File: config.mk
export PLATFORM = sky130hd
export DESIGN_NAME = fwd_hazard_unit
export DESIGN_NICKNAME = d
export VERILOG_FILES = /design/src/rtl/fwd_pkg.sv /design/src/rtl/fwd_match.sv /design/src/rtl/fwd_hazard_unit.sv
export SDC_FILE = /design/constraint.sdc
export NUM_CORES = 1
export LEC_CHECK = 0
export CORE_MARGIN = 2
export CORE_UTILIZATION = 44
export DETAILED_ROUTE_END_ITERATION = 10
export PLACE_DENSITY = 0.81
export SLEW_MARGIN = 20
export SYNTH_ARGS = -nofsm -noshare
export SYNTH_HDL_FRONTEND = slang
export SYNTH_SLANG_ARGS = --single-unit
File: constraint.sdc
create_clock -name clk -period 3.25 [get_ports clk]
set_clock_uncertainty 0.2 [all_clocks]
set_input_delay 0.65 -clock clk [delete_from_list [all_inputs] [get_ports clk]]
set_output_delay 0.65 -clock clk [all_outputs]
set_load 0.02 [all_outputs]
File: src/rtl/fwd_pkg.sv
// Shared types for the forwarding/hazard controller: forward select codes
// and the in-flight destination tracker entry.
package fwd_pkg;

    // Tracker address width; wide enough for any ADDR_W up to this value.
    localparam int FWD_TRK_AW = 8;

    typedef logic [FWD_TRK_AW-1:0] trk_addr_t;

    // Where an EXE operand comes from.
    typedef enum logic [1:0] {
        FWD_RF   = 2'd0,   // registered register-file value
        FWD_MEM  = 2'd1,   // ALU result now held in MEM
        FWD_WB   = 2'd2,   // value being written back this cycle
        FWD_PREV = 2'd3    // last write-back buffer
    } fwd_sel_e;

    // One in-flight instruction as seen by the forwarding logic.
    typedef struct packed {
        logic      v;
        logic      wen;
        logic      ld;
        trk_addr_t addr;
    } trk_entry_t;

    localparam trk_entry_t TRK_BUBBLE = '{v: 1'b0, wen: 1'b0, ld: 1'b0,
                                          addr: {FWD_TRK_AW{1'b0}}};

endpackage

File: src/rtl/fwd_match.sv
// Match and priority for one source register against the E/M/W tracker.
// Entry 0 is E (youngest), 1 is M, 2 is W. Returns the forward code and a
// load-use flag (E holds a load producing this source; no code possible).
module fwd_match
    import fwd_pkg::*;
(
    input  trk_addr_t        i_src,
    input  logic             i_used,
    input  trk_entry_t [2:0] i_ent,
    output fwd_sel_e         o_sel,
    output logic             o_load_use
);

    logic w_src_nz;
    logic w_match;

    assign w_src_nz = (i_src != {FWD_TRK_AW{1'b0}});

    // Scan oldest to youngest so the youngest matching producer is written last and wins.
    always_comb begin
        o_sel      = FWD_RF;
        o_load_use = 1'b0;
        w_match    = 1'b0;
        for (int k = 2; k >= 0; k--) begin
            w_match    = i_used & w_src_nz & i_ent[k].v & i_ent[k].wen &
                         (i_ent[k].addr == i_src);
            o_load_use = w_match ? (i_ent[k].ld && (k == 0)) : o_load_use;
            o_sel      = w_match ? ((k == 0) ? (i_ent[k].ld ? FWD_RF : FWD_MEM)
                                             : ((k == 1) ? FWD_WB : FWD_PREV))
                                 : o_sel;
        end
    end

endmodule

File: src/rtl/fwd_hazard_unit.sv
// Forwarding and hazard controller for the 5-stage pipeline. Decides operand
// forwarding in ID, registers it with the ID->EXE advance and muxes the EXE
// operands. Raises load-use stalls, branch flushes and memory-wait holds.
// Optional feature macro: FWD_STORE_EN (store data forwarded from a load
// in MEM instead of stalling).
module fwd_hazard_unit
    import fwd_pkg::*;
#(
    parameter int DATA_W = 32,
    parameter int ADDR_W = 5
) (
    input  logic              clk,
    input  logic              rst,
    input  logic              id_valid,
    input  logic [ADDR_W-1:0] id_rs_addr,
    input  logic [ADDR_W-1:0] id_rt_addr,
    input  logic              id_rs_used,
    input  logic              id_rt_used,
    input  logic              id_wen,
    input  logic [ADDR_W-1:0] id_waddr,
    input  logic              id_is_load,
    input  logic              id_is_store,
    input  logic              id_b_imm,
    input  logic [DATA_W-1:0] id_imm,
    input  logic [DATA_W-1:0] rf_data_a,
    input  logic [DATA_W-1:0] rf_data_b,
    input  logic [DATA_W-1:0] mem_alu_result,
    input  logic [DATA_W-1:0] wb_data,
    input  logic [DATA_W-1:0] mem_store_raw,
    input  logic              branch_taken,
    input  logic              mem_busy,
    output logic              stall_id,
    output logic              flush_id,
    output logic              hold_all,
    output logic [DATA_W-1:0] exe_opa,
    output logic [DATA_W-1:0] exe_opb,
    output logic [DATA_W-1:0] exe_rt_data,
    output logic [DATA_W-1:0] mem_store_data
);

`ifdef FWD_STORE_EN
    localparam bit STORE_FWD = 1'b1;
`else
    localparam bit STORE_FWD = 1'b0;
`endif

    // Tracker and registered decisions
    trk_entry_t        r_trk_e, r_trk_m, r_trk_w;
    fwd_sel_e          r_sel_a, r_sel_b, r_sel_t;
    logic              r_sel_m, r_sel_m_mem;
    logic [DATA_W-1:0] r_opa, r_opb, r_rt_base;
    trk_addr_t         r_pw_addr;
    logic [DATA_W-1:0] r_pw_data;

    // ID-side decode
    trk_entry_t [2:0]  w_ent;
    fwd_sel_e          w_sel_rs, w_sel_rt;
    logic              w_lu_rs, w_lu_rt;
    logic              w_hold, w_flush, w_stall, w_issue;
    logic              w_rt_store_only, w_lu_rt_stall, w_sel_m;
    logic [DATA_W-1:0] w_pw_value;

    assign w_ent = {r_trk_w, r_trk_m, r_trk_e};

    fwd_match u_match_rs (
        .i_src      (trk_addr_t'(id_rs_addr)),
        .i_used     (id_rs_used),
        .i_ent      (w_ent),
        .o_sel      (w_sel_rs),
        .o_load_use (w_lu_rs)
    );

    fwd_match u_match_rt (
        .i_src      (trk_addr_t'(id_rt_addr)),
        .i_used     (id_rt_used),
        .i_ent      (w_ent),
        .o_sel      (w_sel_rt),
        .o_load_use (w_lu_rt)
    );

    // A store whose rt is only its store data can take a loaded value late, in MEM.
    assign w_rt_store_only = id_is_store & id_b_imm;
    assign w_lu_rt_stall   = w_lu_rt & ~(STORE_FWD & w_rt_store_only);
    assign w_sel_m         = STORE_FWD & w_rt_store_only & w_lu_rt;

    // Hold gates everything; flush beats stall.
    assign w_hold  = mem_busy;
    assign w_flush = branch_taken & ~w_hold;
    assign w_stall = id_valid & ~w_hold & ~w_flush & (w_lu_rs | w_lu_rt_stall);
    assign w_issue = id_valid & ~w_stall & ~w_flush;

    assign hold_all = w_hold;
    assign flush_id = w_flush;
    assign stall_id = w_stall;

    // Register zero never supplies a value, even from the write-back buffer.
    assign w_pw_value = (r_pw_addr != {FWD_TRK_AW{1'b0}}) ? r_pw_data : {DATA_W{1'b0}};

    function automatic logic [DATA_W-1:0] fwd_pick(
        input fwd_sel_e          sel,
        input logic [DATA_W-1:0] base,
        input logic [DATA_W-1:0] mem_v,
        input logic [DATA_W-1:0] wb_v,
        input logic [DATA_W-1:0] prev_v
    );
        case (sel)
            FWD_RF:   fwd_pick = base;
            FWD_MEM:  fwd_pick = mem_v;
            FWD_WB:   fwd_pick = wb_v;
            FWD_PREV: fwd_pick = prev_v;
            default:  fwd_pick = base;
        endcase
    endfunction

    assign exe_opa     = fwd_pick(r_sel_a, r_opa,     mem_alu_result, wb_data, w_pw_value);
    assign exe_opb     = fwd_pick(r_sel_b, r_opb,     mem_alu_result, wb_data, w_pw_value);
    assign exe_rt_data = fwd_pick(r_sel_t, r_rt_base, mem_alu_result, wb_data, w_pw_value);

    assign mem_store_data = (STORE_FWD && r_sel_m_mem) ? wb_data : mem_store_raw;

    // Pipeline advance: tracker shift, ID->EXE decision/operand capture, write-back buffer.
    always_ff @(posedge clk) begin
        if (rst) begin
            r_trk_e     <= TRK_BUBBLE;
            r_trk_m     <= TRK_BUBBLE;
            r_trk_w     <= TRK_BUBBLE;
            r_sel_a     <= FWD_RF;
            r_sel_b     <= FWD_RF;
            r_sel_t     <= FWD_RF;
            r_sel_m     <= 1'b0;
            r_sel_m_mem <= 1'b0;
            r_opa       <= {DATA_W{1'b0}};
            r_opb       <= {DATA_W{1'b0}};
            r_rt_base   <= {DATA_W{1'b0}};
            r_pw_addr   <= {FWD_TRK_AW{1'b0}};
            r_pw_data   <= {DATA_W{1'b0}};
        end else if (!w_hold) begin
            r_trk_w     <= r_trk_m;
            r_trk_m     <= r_trk_e;
            r_sel_m_mem <= r_sel_m;
            if (w_issue) begin
                r_trk_e   <= '{v: 1'b1, wen: id_wen, ld: id_is_load,
                               addr: trk_addr_t'(id_waddr)};
                r_sel_a   <= w_sel_rs;
                r_sel_b   <= id_b_imm ? FWD_RF : w_sel_rt;
                r_sel_t   <= w_sel_rt;
                r_sel_m   <= w_sel_m;
                r_opa     <= rf_data_a;
                r_opb     <= id_b_imm ? id_imm : rf_data_b;
                r_rt_base <= rf_data_b;
            end else begin
                r_trk_e   <= TRK_BUBBLE;
                r_sel_a   <= FWD_RF;
                r_sel_b   <= FWD_RF;
                r_sel_t   <= FWD_RF;
                r_sel_m   <= 1'b0;
                r_opa     <= {DATA_W{1'b0}};
                r_opb     <= {DATA_W{1'b0}};
                r_rt_base <= {DATA_W{1'b0}};
            end
            if (r_trk_w.v && r_trk_w.wen && (r_trk_w.addr != {FWD_TRK_AW{1'b0}})) begin
                r_pw_addr <= r_trk_w.addr;
                r_pw_data <= wb_data;
            end
        end
    end

endmodule

* Yosys cells after proc, flatten, opt, wreduce, memory -nomap -nowiden
Cells that the tools add are included.
** Word-level totals
- Word-level logic and storage cells :: 95
- Input port bits :: 218
- Register bits :: 173
** Operators by class
- Bitwise operators :: 30
- Reduce and logical (&&, ||, !) cells :: 10
- Eq/ne operators :: 15
- Muxes and demuxes :: 22
** Operators with widths (number)
- 32-bit case mux with 4 select lines :: 3
- 32-bit 2-to-1 mux :: 5
- 8-bit by 5-bit equality test with 1-bit output :: 6
- 8-bit nonzero test :: 4
- 1-bit bitwise AND :: 26
- 2-bit 2-to-1 mux :: 10
- 2-bit equality test (second input constant) :: 6
- 11-bit 2-to-1 mux :: 1
- 2-bit by 1-bit equality test with 1-bit output (second input constant) :: 3
- 2-bit logical NOT :: 3
- 1-bit 2-to-1 mux :: 3
- 1-bit inverter :: 3
- 1-bit logical AND :: 2
- 2-bit AND reduction :: 1
- 1-bit OR :: 1

* Longest topological paths before layout
- Depth in word-level cells :: 12
- Mapped depth :: 8
- Mapped depth without buffers :: 6

* Modules after synthesis
Synthesis repeated with hierarchy kept, for this count alone.
** Unflattened totals
- Cells, all modules :: 1324
- Area total of the unflattened synthesis :: 10988.0 um^2
** By module, submodules not included
- fwd_hazard_unit :: cells an instance 1236, area each 10272.4 um^2, instances 1, seq. area each 3263.1 um^2
- fwd_match :: cells an instance 44, area each 357.8 um^2, instances 2, seq. area each 0.0 um^2

* Worst setup path before layout
OpenSTA, ideal clock, no wires.
- Kind :: flip-flop to output port
- Start :: register r_pw_addr[0]
- End :: output exe_opa[0]
- Cell stages (with the launch flop) :: 6
- Data arrival time :: 1.799 ns
- Setup slack :: 0.601 ns
- Cell sequence :: dfxtp_1 > or4_1 > nor2_1 > buf_2 > nor2b_1 > mux4_2
** Between the ends
- Longest elaborated chain between the ends :: 3
** RTL lines
- start, declared :: RTL line fwd_hazard_unit.sv:52 : trk_addr_t r_pw_addr;
- start signal, assigned :: RTL line fwd_hazard_unit.sv:135 : r_pw_addr <= {FWD_TRK_AW{1'b0}};
- start signal, assigned :: RTL line fwd_hazard_unit.sv:162 : r_pw_addr <= r_trk_w.addr;
- 8-bit nonzero test :: RTL line fwd_hazard_unit.sv:97 : assign w_pw_value = (r_pw_addr != {FWD_TRK_AW{1'b0}}) ? r_pw_data : {DATA_W{1'b0}};
- 32-bit 2-to-1 mux :: RTL line fwd_hazard_unit.sv:97
- 32-bit case mux with 4 select lines :: RTL line fwd_hazard_unit.sv:106 : case (sel)
- end, declared :: RTL line fwd_hazard_unit.sv:35 : output logic [DATA_W-1:0] exe_opa,
No other way between the ends.

* Final worst setup path
- Start :: register r_pw_addr[1]
- End :: output exe_opa[1]
The elaborated chain is that of the path after synthesis.

==> run summary <==
The run finished, with violations left. The final reports fail on setup timing. The half-perimeter wire length after placement was 19.5 mm; the post-layout minimum cycle time was 3.30 ns. The total iterations of the first detailed-routing run was 5; the multiplexer area fraction after synthesis was 30.1%.

The via density per instance works out to 5.80. For the largest net degree at the start of global routing, the log shows 61. The launch point of the critical path is r_pw_addr[1]$_SDFFE_PP0P_.

After clock tree synthesis, the clock-pin slew on the worst setup and hold paths is 0.07 ns. Worst min-delay path class: register to register. Cell with the largest stage delay on the worst path: or4_4.

The run gives 445 as the count of routing violations after the opening detailed-route iteration. The number of buffers inserted by hold repair at cts is 0. In the post-synthesis netlist, the biggest area contributors are dfxtp_1, mux4_2, mux2i_1. The first global-routing pass estimated 41.6 mm of wire. The synthesized netlist contains 31 unique library cells.

The floorplan step defined a die boundary enclosing 21000 um^2. Number of max-capacitance violations reported: 0. After detailed routing, no signal wire sits above met4.

Critical path's most frequent cell: buf_6. The via count of the first global-routing pass came out at 7520. The share of post-route cells with drive strength above 1 was 32.5%; the cell total after placement was 1267. Based on the critical path, the design can be clocked at up to 303 MHz. The startpoint class of the critical path is a register. The detail route stage leaves a number of antenna-violating nets equal to 0.

Summed over all nets, wire length on met2 after detailed routing comes to 14.1 mm. The number of standard cells in the final layout excluding fillers is 1309. The tools report the worst setup path endpoint as exe_opa[1].

The die span in x is 145 um, and the initial core utilization is 44.8%. The run gives 20 as the total of endpoints with negative setup slack in the final report. The post-synthesis to final-layout area growth was 44.7%. Setup repair after global routing could not meet its margin everywhere. Adding up every negative setup slack in the final design gives -0.530 ns. The total detailed-routing wirelength was 28.4 mm. The worst-case IR drop observed on VDD is 0.293 mV. The DRC violation count after routing is 0. The critical path in this run is classified as register to primary output. For this run, the slowest stage of the critical path takes 0.54 ns. In the final layout, the multi-input gates occupy 5010 um^2. The max-slew violation total from the final report was 0; the sequential cell area was 3230 um^2.

The worst setup margin was -0.0546 ns; the worst-path maximum fanout was 7. The synthesized design spends more area on one cell type than any other, namely dfxtp_1. The initial antenna violation count is 1, and the count of vias placed by the detailed router is 7595. The number of warnings reported in the yosys synthesis log is 0.

STA classifies the critical path endpoint as a primary output. The most frequent standard cell in the layout excluding fill and tap cells was clkdlybuf4s50_1. In the synthesized netlist, the number of instances is 780. The worst register-to-register path has a setup slack of 0.88 ns. Counting every net in the synthesized netlist gives 998. Clock latency reported for the late side of the worst-skew pair: 0.42 ns.

The signal on the critical path passes through or4_4, nor2_4, buf_6, buf_12, buf_8, nor2b_4, mux4_2, buf_6. The share of the Yosys chip area taken by registers is 36.9%. After synthesis the netlist holds a flip-flop and latch count of 161. Global routing finished with a remaining overflow of 0. The average instance in the mapped netlist occupies 11.2 um^2. No sink is reached through more buffers than the 2 on the longest clock path. The share of synthesized area in the top cell type comes to 36.9%. For the number of clock buffers inserted by TritonCTS, the log shows 17.

The floorplan step defined a core boundary enclosing 19500 um^2. The logs give 0.250 ns for the worst hold slack after final layout and 1248 for the net count reported at finish. For the met1 routed wirelength after detailed routing, the log shows 11.4 mm. In this run the vertical extent of the chip is 145 um. The largest family of logic cells by synthesized area is multiplexers.

The area fraction in and, or, nand and nor cells after synthesis works out to 9.93%. In this run the critical register-to-register path is captured at r_trk_e[8]$_SDFFE_PP0N_. The number of failing hold endpoints at the final stage is 0, and the quantity of I/O buffers inserted on ports is 283.

Headroom to the max-slew limit came out at 57.4%. Power spread over the standard cell area amounts to 370 nW/um^2. The synthesized netlist devotes 12.6% of its cell area to compound gates. The leakage power summed over all cells is 0.00468 uW.

The completed layout was analyzed and its total power is 4680 uW. The library cells used most frequently in the layout, excluding fill and tap cells, are clkdlybuf4s50_1, dfxtp_1, nand2_1. At the pin with the least slew margin, the transition time is 0.640 ns.

In the finished design, the share of the clock period the worst path needs comes to 102%. Prior to clock tree synthesis, the placed netlist has a worst setup slack of -0.370 ns. The routed length on met3 is 2.37 mm, and the number of sinks driven by the clock tree is 161. The critical path arrival came out at 2.45 ns. The floorplan has 51 rows.

The filler cells instantiated in the layout total 1500. The synthesized netlist devotes 3.01% of its cell area to XOR and XNOR gates. Global routing used 26.4% of the available tracks across all layers.

TritonCTS built the clock tree. The depth of the most critical reg-to-reg path was 8. For the top-level port count, the log shows 349.

After Yosys synthesis, full adders, half adders and majority gates account for 0% of the synthesized area. The origin of the critical flop-to-flop path is r_trk_e[4]$_SDFFE_PP0N_. For the worst setup path, the data required time is 2.40 ns. Post-synthesis instance area: 8720 um^2. H-tree level count: 4.

After detailed routing, the average wire length per cell comes to 21.7 um. The weighted congestion at the end of routability-driven global placement was 0.846. Clock root buffer: clkbuf_16.
-- repair_timing --
action	in CTS	in global routing
pin swaps	2	2
gates cloned	1	1
endpoints found under the hold margin	0	0
endpoints found under the setup margin	97	96
buffers inserted	6	0
resized for setup	452	159
-- sequential cells by signal (all words and copies together) (netlist names), 5 cells and up --
register   count
r_rt_base     32
r_opa         32
r_pw_addr      5
r_trk_e        8
r_pw_data     32
r_trk_m        7
r_trk_w        7
r_opb         32
-- worst min path at each step --
stage                                          start                         end  slack, ns  depth (start not counted)
after floorplan                r_opb[0]$_SDFFE_PP0N_       r_opb[0]$_SDFFE_PP0N_       0.22                          2
after global placement        r_opb[16]$_SDFFE_PP0N_      r_opb[16]$_SDFFE_PP0N_       0.23                          2
after detailed placement  r_pw_data[26]$_SDFFE_PP0P_  r_pw_data[26]$_SDFFE_PP0P_       0.24                          2
after CTS                  r_pw_data[5]$_SDFFE_PP0P_   r_pw_data[5]$_SDFFE_PP0P_       0.25                          2
after global routing      r_pw_data[18]$_SDFFE_PP0P_  r_pw_data[18]$_SDFFE_PP0P_       0.27                          2
final                      r_pw_data[5]$_SDFFE_PP0P_   r_pw_data[5]$_SDFFE_PP0P_       0.25                          2
-- cell type report --
type	count	area share, %
Antenna cell	1	0.0198
Clock buffer	19	3.43
Clock inverter	13	1.21
Multi-Input combinational cell	517	39.7
Sequential cell	161	25.6
Tap cell	265	2.63
Timing Repair Buffer	333	27.5
-- metrics by stage --
step | util [%] | area (um^2)
3_5_place_dp | 60.2 | 11700
5_1_grt | 64.9 | 12600
4_1_cts | 62.2 | 12100
2_1_floorplan | - | 8720
6_report | 64.9 | 12600
3_3_place_gp | 60.2 | 11700
-- worst max-delay path: cells and delay by family (launching register included) --
kind,cells,cell delay (ns)
buf+inv,4,0.52
simple gates,3,0.70
mux,1,0.49
flops,1,0.32
-- power by group --
group	internal (uW)	leakage, uW	switching [uW]	total (uW)
sequential	2010	0.00131	22.2	2030
combinational	375	0.00310	248	623
clock	1150	0.000269	877	2020
-- per-layer routing --
metal,global-route usage [%],vias to the layer above
met1,32.8,3787
met3,6.81,47
met4,10.9,0
met2,43.8,375
li1,-,3386
met5,0,-
-- synthesized netlist by cell type, drive strengths merged --
| cell | number |
|---|---|
| o31ai | 2 |
| o211ai | 2 |
| a22oi | 2 |
| o21a | 1 |
| and2 | 1 |
| nor4 | 5 |
| xnor2 | 24 |
| nand2 | 115 |
| clkbuf | 43 |
| nand4 | 6 |
| a21oi | 37 |
| dfxtp | 161 |
| o21ai | 38 |
| a32oi | 1 |
| mux4 | 96 |
| nor2b | 36 |
| xor2 | 6 |
| mux2i | 46 |
| buf | 59 |
| a22o | 71 |
| or4 | 5 |
| nor2 | 23 |
-- logic make-up (layout without fill, tap and decap cells) --
kind of cell	after synthesis	in the layout
multiplexers	142	142
AND/OR/NAND/NOR	191	191
flip-flops	161	161
other	0	1
buffers and inverters	102	365
XOR/XNOR	30	30
AO/OA/AOI/OAI	154	154
Note: power is estimated with default switching activity, not from simulation.
==> patch: new RTL, same settings <==
The option `FWD_STORE_EN` is turned on by a define.
--- a/src/rtl/fwd_hazard_unit.sv
+++ b/src/rtl/fwd_hazard_unit.sv
@@ -3,6 +3,8 @@
 // operands. Raises load-use stalls, branch flushes and memory-wait holds.
 // Optional feature macro: FWD_STORE_EN (store data forwarded from a load
 // in MEM instead of stalling).
+`define FWD_STORE_EN
+
 module fwd_hazard_unit
     import fwd_pkg::*;
 #(
Behaviour: not the same (a bounded check fails within 4 cycles, from zero or initial values and one cycle with rst high).
==> patch against the unedited design <==
The flow still finishes with violations (setup timing); critical path type unchanged; routed wire length rose by 14%; design area increased by 5.9%; worst hold slack worse by 0.00060 ns; setup slack better by 0.0028 ns; power up 5.1%; register-to-register slack lost 0.13 ns; area after synthesis up 2.0%; sequential cell count is 2 higher; largest cell class unchanged.
==> patch: results <==
metrics = {
    "global_routing": {
        "use_met2_pct": 52.0,
        "grtUsageMet1_pct": 36.8,
        "grt_max_degree": 63,
        "antenna_found_initial": 2,
        "grt_pass1_wl_um": 49100,
        "met3_usage_pct": 6.16,
        "grt_pass1_vias": 8433,
    },
    "synthesis": {
        "synth_compound_area_share_pct": 12.2,
        "synth_cell_types": 36,
        "synth_xor_xnor_area_share_pct": 2.95,
        "syn_area_mm2": 0.00889,
        "syn-num-nets": 1021,
        "synthTopCellsByCount": "163 x dfxtp_1, 115 x nand2_1, 96 x mux4_2",
        "netlist.area_leader.share_pct": 36.7,
        "synthMuxAreaShare_pct": 33.7,
        "synthTopCellsByArea": "dfxtp_1 37%, mux4_2 24%, a22o_1 7.0%",
        "yosysSeqAreaShare_pct": 36.7,
    },
    "cells_and_area": {
        "final_area_mm2": 0.0134,
        "fillers": 1554,
        "drive_above_1_share_pct": 29.1,
    },
    "detailed_routing": {
        "wl_per_cell_um": 22.7,
        "via_per_inst": 5.87,
        "drt-initial-drc-count": 481,
        "drt_pass1_iterations": 5,
        "wl_um": 32300,
    },
    "power": {
        "leakage_nw": 5.06,
        "switching_share_pct": 23.3,
        "ir_drop_uv": 308,
        "clkPwrFrac_pct": 42.9,
    },
    "sta": {
        "finalWorstSetupSlack_ns": -0.0518,
        "setup_viol": 48,
        "tns_ns": -0.961,
        "worst_slew_pin_slew_ns": 0.734,
    },
    "run_status": {
        "status": "finished, violations left",
        "violations": "setup timing",
    },
    "placement": {
        "io_buffer_count": 348,
        "gp_congestion": 0.909,
        "dpl.hpwl_um": 22600,
    },
    "critical_path": {
        "crit_path_max_fanout": 5,
    },
    "clock_network": {
        "cts_max_level": 4,
    },
    "min_path": {
        "hold_path.class": "reg2reg",
    },
}
[patch: metal layers]
metal  routed length, um  vias up  share of wire, %
li1                    -     3702                 -
met1               12600     4177                39
met2               16400      426                51
met3                2340       61               7.3
met4                 945        0               2.9
met5                   0        -                 0
[patch: what timing repair did]
item                       CTS  global route
resized for setup          392            97
pin swaps                    0             4
gates cloned                 0             2
setup buffers                0             2
setup endpoints to repair   97            76
hold buffers                 0             0
[patch: final timing paths]
kind / start / endpoint / slack [ns] / cells after the start
worst min-delay path: r_pw_data[1] / r_pw_data[1] / 0.25 / 2
worst max register to register: r_trk_e[3] / r_opa[15] / 0.75 / 7
worst min register to register: r_pw_data[1] / r_pw_data[1] / 0.25 / 2
worst max-delay path: r_pw_addr[3] / exe_opb[14] / -0.05 / 7
[patch: layout make-up]
type,instances,area share (%)
Clock buffer,21,3.37
Antenna cell,2,0.0374
Tap cell,270,2.53
Multi-Input combinational cell,564,40.2
Timing Repair Buffer,395,28.2
Sequential cell,163,24.5
Inverter,1,0.0281
Clock inverter,9,1.17
[patch: worst max-delay path: cells and delay by family, from the launching register on]
family | cells | cell delay [ns]
DFF | 1 | 0.32
and+or+nand+nor | 3 | 0.78
buffers and inverters | 3 | 0.44
muxes | 1 | 0.49
[patch: cells by family after synthesis]
family	Yosys count
and+or+nand+nor	201
muxes	175
DFF	163
AOI/OAI and AO/OA	158
buffers and inverters	76
xor gates and xnor gates	30
[patch: power by group through the flow]
stage                     logic [W]  registers [W]  clock network [W]
after floorplan            0.000281        0.00209                  0
after global placement     0.000743        0.00210                  0
after detailed placement   0.000754        0.00210                  0
after CTS                  0.000732        0.00205            0.00213
after global routing       0.000785        0.00206            0.00223
final                      0.000750        0.00206            0.00211
